## src/rtl/dot_accum.sv

```systemverilog
// dot_accum: multiply-accumulate back end for the 8x8 unsigned multiplier.
// Sums LEN unsigned 16-bit products into an ACC_W-bit register. It presents
// the finished sum on a valid/ready output and holds it until the consumer
// takes it, then clears for the next sum.
//
// state    | meaning
// ---------+--------------------------------------------------------------
// ST_ACCUM | accepting products (in_ready=1), sum still in progress
// ST_DONE  | sum complete, held on acc_out_o until out_ready_i (out_valid=1)
module dot_accum #(
    parameter int LEN   = 8,
    parameter int ACC_W = 24
) (
    input  logic             clk_i,
    input  logic             rst_i,
    input  logic             clr_i,
    input  logic             in_valid_i,
    output logic             in_ready_o,
    input  logic [15:0]      prod_i,
    output logic             out_valid_o,
    input  logic             out_ready_i,
    output logic [ACC_W-1:0] acc_out_o,
    output logic             ovf_o,
    output logic [7:0]       cnt_o
);

    typedef enum logic {
        ST_ACCUM = 1'b0,
        ST_DONE  = 1'b1
    } state_t;

    localparam logic [7:0] LAST_CNT = 8'(LEN - 1);

    state_t           state_q, state_d;
    logic [ACC_W-1:0] acc_q, acc_d;
    logic             ovf_q, ovf_d;
    logic [7:0]       cnt_q, cnt_d;
    logic [ACC_W:0]   sum;

    // One extra bit catches the carry out of the accumulator for the sticky flag.
    assign sum = {1'b0, acc_q} + {{(ACC_W + 1 - 16){1'b0}}, prod_i};

    // Next-state and datapath update; clr wins over both handshakes.
    always_comb begin
        state_d = state_q;
        acc_d   = acc_q;
        ovf_d   = ovf_q;
        cnt_d   = cnt_q;
        if (clr_i) begin
            state_d = ST_ACCUM;
            acc_d   = '0;
            ovf_d   = 1'b0;
            cnt_d   = '0;
        end else begin
            case (state_q)
                ST_ACCUM: begin
                    if (in_valid_i) begin
                        acc_d = sum[ACC_W-1:0];
                        ovf_d = ovf_q | sum[ACC_W];
                        cnt_d = cnt_q + 8'd1;
                        if (cnt_q == LAST_CNT) begin
                            state_d = ST_DONE;
                        end
                    end
                end
                ST_DONE: begin
                    if (out_ready_i) begin
                        state_d = ST_ACCUM;
                        acc_d   = '0;
                        ovf_d   = 1'b0;
                        cnt_d   = '0;
                    end
                end
                default: state_d = ST_ACCUM;
            endcase
        end
    end

    // State and datapath registers with synchronous reset.
    always_ff @(posedge clk_i) begin
        if (rst_i) begin
            state_q <= ST_ACCUM;
            acc_q   <= '0;
            ovf_q   <= 1'b0;
            cnt_q   <= '0;
        end else begin
            state_q <= state_d;
            acc_q   <= acc_d;
            ovf_q   <= ovf_d;
            cnt_q   <= cnt_d;
        end
    end

    // Handshake outputs decode the state register only.
    assign in_ready_o  = (state_q == ST_ACCUM);
    assign out_valid_o = (state_q == ST_DONE);
    assign acc_out_o   = acc_q;
    assign ovf_o       = ovf_q;
    assign cnt_o       = cnt_q;

endmodule

```

## config.mk

```make
export PLATFORM = sky130hd
export DESIGN_NAME = dot_accum
export DESIGN_NICKNAME = d
export VERILOG_FILES = /design/src/rtl/dot_accum.sv
export SDC_FILE = /design/constraint.sdc
export NUM_CORES = 1
export LEC_CHECK = 0
export ABC_AREA = 1
export CAP_MARGIN = 20
export CORE_ASPECT_RATIO = 2
export CORE_MARGIN = 4
export CORE_UTILIZATION = 45
export CTS_BUF_LIST = sky130_fd_sc_hd__clkbuf_16
export CTS_CLUSTER_DIAMETER = 40
export DETAILED_ROUTE_END_ITERATION = 10
export PLACE_DENSITY = 0.73
export SLEW_MARGIN = 20
export SYNTH_ARGS = -nofsm -noshare
export SYNTH_HDL_FRONTEND = slang
export SYNTH_SLANG_ARGS = --single-unit
```

## constraint.sdc

```tcl
create_clock -name clk_i -period 2.4 [get_ports clk_i]
set_input_delay 0.72 -clock clk_i [delete_from_list [all_inputs] [get_ports clk_i]]
set_output_delay 0.72 -clock clk_i [all_outputs]
set_load 0.02 [all_outputs]
```

; ---- After elaboration in Yosys (flattened, before gate mapping)
; Index checks and enable logic that the tools add are counted.
[op_classes]
eq_ne = 3
add_sub_neg = 2
reduce_logical = 2
bitwise_logic = 2
mux = 13
[op_table]
columns = op, n
row1 = two-way mux 24 bit, 2
row2 = one-hot mux 24 bit (2 select lines), 1
row3 = adder 24 x 16 -> 25 bit, 1
row4 = two-way mux 8 bit, 2
row5 = one-hot mux 8 bit (2 select lines), 1
row6 = "adder 8 x 1 -> 8 bit, second input constant", 1
row7 = "== test 8 x 3 -> 1 bit, second input constant", 1
row8 = two-way mux 1 bit, 5
row9 = "!= test 2 bit, second input constant", 2
row10 = one-hot mux 1 bit (2 select lines), 2
row11 = AND reduction 2 bit, 1
row12 = OR reduction 2 bit, 1
row13 = inverter 1 bit, 1
row14 = OR 1 bit, 1
[word_totals]
elab_cells = 26
regBits = 34

; ---- Logic depth before layout (Yosys ltp)
[depth]
depth_word = 4
ltp_mapped = 12
depth_no_buf = 12

; ---- Worst setup path after synthesis
; Ideal clock, no wire load.
[synth_timing]
path_kind = input to register
from = input port prod_i[0]
to = register acc_q[16] (netlist: acc_out_o[16])
n_path_buf = 0
cell_stages = 11
setup_slack_ps = 312
t_arrival_ps = 2017
required_ps = 2329
path_cell_list = ha_1 > fa_1 > nand3_1 > nand3_2 > nand3_1 > nand2_1 > nand2_1 > nand2_2 > nand2_1 > nand2_1 > a21oi_1
[synth_via]
elab_chain_cells = 3
[synth_lines]
columns = item, line_no
row1 = "start, declared", 19  ; input logic [15:0] prod_i,
row2 = adder 24 x 16 -> 25 bit, 41  ; assign sum = {1'b0, acc_q} + {{(ACC_W + 1 - 16){1'b0}}, prod_i};
row3 = two-way mux 24 bit, 57  ; if (in_valid_i) begin
row4 = one-hot mux 24 bit (2 select lines), 55  ; case (state_q)
row5 = "end signal, assigned", 83  ; acc_q <= '0;
row6 = "end signal, assigned", 88  ; acc_q <= acc_d;
row7 = "end, declared", 35  ; logic [ACC_W-1:0] acc_q, acc_d;
; No other way between the ends. The select of a mux whose other input is x is not followed.
; A chain may end at the register's enable or synchronous reset.

; ---- Final worst setup path
[layout_timing]
from = input port prod_i[0]
to = register acc_q[14] (netlist: acc_out_o[14])
; The elaborated chain is that of the path after synthesis.

==> impl_results.md <==
* Post-Synth XOR/XNOR Area at 1.72%
* Lkg Pwr at 1.66 nW
* Global Route Usage Sum at 24.6%
* Cells along the critical path: clkdlybuf4s50_1 -> ha_1 -> fa_2 -> nand3_1 -> nand3_2 -> nand2_1 -> nand2_1 -> nand2_1 -> nand2_1 -> nand2_1 -> nand3_1 -> a21oi_1
* #FFs+latches synth at 34
* WHS at 453 ps
* Layout cells sized above 1 at 15.7%
* Number of hold buffers added after CTS at 0
* Die Height at 114 µm
* Final Skew at 3.44 ps
* Initial antenna violation count at 0
* RSZ-0062 raised after global routing: true
* Startpoint Class: input pin
* Max Slew Vio Count at 0
* P per Cell Area at 444 nW/µm²
* Synth Area in Compound Gates at 11.5%
* Final Hold Fails at 0
* Simple-gate share of the synthesized area at 42.0%
* Vias in the first global route at 2,947
* Worst slew margin at 79.8%
* Grt ovf at 0
* First-iteration detailed-routing DRC count at 127
* Syn Std Cell Area at 2550 µm²
* Multiplexer share of the synthesized area at 0%
* Main combinational cell family by area after synthesis: simple AND/OR/NAND/NOR gates
* Run status: completed
* DP HPWL at 6310 µm
* VDD IR max at 0.532 mV
* Asr flop ratio synth at 0%
* Tcrit/Tclk final at 96.1%
* Drt via density at 5.17
* CTS Sinks at 34
* Routed length per placed instance at 14.2 µm
* Post-CTS Setup Bufs at 0
* EDFF count, synth at 0
* Synth Area per Inst at 6.33 µm²
* Commonest non-fill, non-tap cell in the layout: nand2_1
* Primary FF master, synth: dfxtp_1
* Worst-path fanout max at 4
* Post-synthesis adder-cell area fraction at 9.12%
* Residual DRC count at 0
* Critical Path End Type: flip-flop
* Critical Path RT at 2620 ps
* Worst-Margin Slew at 300 ps
* Die Width at 61.2 µm
* Initial Util at 46.7%
* CTS Root Cell: clkbuf_16
* Reg clk slew, reported paths at 50 ps
* First-pass GRT wire length at 13,000 µm
* Total Routed Length at 7880 µm
* Inserted Clock Buffers at 5
* Total Negative Setup Slacks at 0 ps
* Die ar. at 7010 µm²
* CTS Buffer Depth at 2
* I/O Buffers at 55
* 1st-pass router iterations at 4
* CTS tree: done
* Htree depth at 2
* Synth cell types at 36
* Routability cong. at 0.933
* Post-Syn Nets at 442
* Worst Path Arrival at 2520 ps
* Worst-skew pair later-pin latency at 280 ps
* Area grow syn2layout at 40.2%
* Setup CP Type: input pin to flip-flop
* Final setup viols at 0
* Worst stage delay on the critical path at 410 ps
* Hold Path Class: flip-flop to flip-flop
* MaxCap Viol Count at 0
* Core box area at 5470 µm²
* Final ANT Viol Nets at 0
* Worst path most repeated cell: nand2_1
* Ant diodes at 0
* Crit path time final at 2310 ps
* Seq/Total Area, Yosys at 26.7%
* Warnings from Yosys at 0
* Vias post-DR at 2,875
* Fmax at 0.434 GHz
* Most frequent cells in the layout: nand2_1, clkdlybuf4s50_1, inv_1, a21oi_1, buf_4
* I/O pins at 56
* Nets at 534
* Number of placement rows at 38
* Fillers at 541
* Slowest stage cell, crit path: clkdlybuf4s50_1
* Largest net degree at the start of global routing at 18
* Post-Synthesis Cells at 403
## synthesized netlist by cell type (2+ instances only)
master,number,area [µm²]
a21oi_1,43,215
and2_1,2,12.5
buf_2,3,15.0
clkinv_1,3,11.3
dfxtp_1,34,681
ha_1,17,213
inv_1,46,173
inv_2,5,18.8
nand2_1,124,465
nand2_2,13,81.3
nand3_1,33,165
nand3_2,5,50.1
nand4_1,6,37.5
nor2_1,28,105
nor2_2,4,25.0
nor3_1,5,25.0
nor3_2,2,20.0
o21ai_0,7,35.0
or2_1,2,12.5
xor2_1,5,43.8
## worst max-delay path, delay by kind of cell
kind	cells	cell delay [ps]
and+or+nand+nor	8	670
adders and majority gates	2	590
buffers and inverters	1	410
AOI/OAI and AO/OA	1	120
## final timing paths
check             depth (start not counted)                         end                      start  slack [ps]
setup / recovery                         12  acc_out_o[14]$_SDFFE_PP0P_                  prod_i[0]          90
hold / removal                            2          ovf_o$_SDFFE_PP0P_         ovf_o$_SDFFE_PP0P_         450
setup reg to reg                         11  acc_out_o[14]$_SDFFE_PP0P_  acc_out_o[0]$_SDFFE_PP0P_         630
hold reg to reg                           2          ovf_o$_SDFFE_PP0P_         ovf_o$_SDFFE_PP0P_         450
## power breakdown
| part | switching (W) | internal (W) | leakage [nW] | total, W |
|---|---|---|---|---|
| registers | 0.0000116 | 0.000578 | 0.275 | 0.000589 |
| clock network | 0.000248 | 0.000375 | 0.0724 | 0.000623 |
| logic | 0.000205 | 0.000170 | 1.31 | 0.000375 |
## metrics by stage
step	power [W]	util [%]	instances	worst slack [ps]	area, µm²
6_report	0.00159	65.4	556	94.3	3580
5_1_grt	0.00166	65.4	556	-2.54	3580
4_1_cts	0.00159	64.9	556	49.0	3550
3_5_place_dp	0.000968	62.4	548	-245	3410
3_3_place_gp	0.000965	62.4	548	-231	3410
2_1_floorplan	0.000803	-	403	312	2550
## state kept, by name, summed over array words and instances (netlist names)
signal       cells
ovf_o            1
acc_out_o       24
cnt_o            8
out_valid_o      1
## layer usage
layer | wire [µm] | global-route usage [%] | up-vias
met2 | 4580 | 46.3 | 69
li1 | - | - | 1480
met5 | 0 | 0 | -
met3 | 267 | 4.40 | 24
met4 | 299 | 12.3 | 0
met1 | 2740 | 23.5 | 1302
## cell families (layout without fill, tap and decap cells)
| kind of cell | count (synthesis) | in the layout |
|---|---|---|
| flip-flops | 34 | 34 |
| AND/OR/NAND/NOR | 231 | 231 |
| AO/OA/AOI/OAI | 56 | 56 |
| buffers and inverters | 59 | 152 |
| XOR/XNOR | 5 | 5 |
| adder cells (fa/ha/maj) | 18 | 18 |
## layout make-up
type                       instances  area [µm²]  share of cell area, %
clock inverter                     3        12.5                  0.350
inverter                          54         203                   5.67
sequential                        34         681                   19.0
multi-input combinational        310        1670                   46.6
tap                               60        75.1                   2.10
timing repair buffer              90         813                   22.7
clock buffer                       5         125                   3.50
## timing repair
action | in CTS | in global routing
gates resized for setup | 0 | 4
endpoints found under the setup margin | 0 | 6
endpoints found under the hold margin | 0 | 0
(Power assumes the default switching activity.)
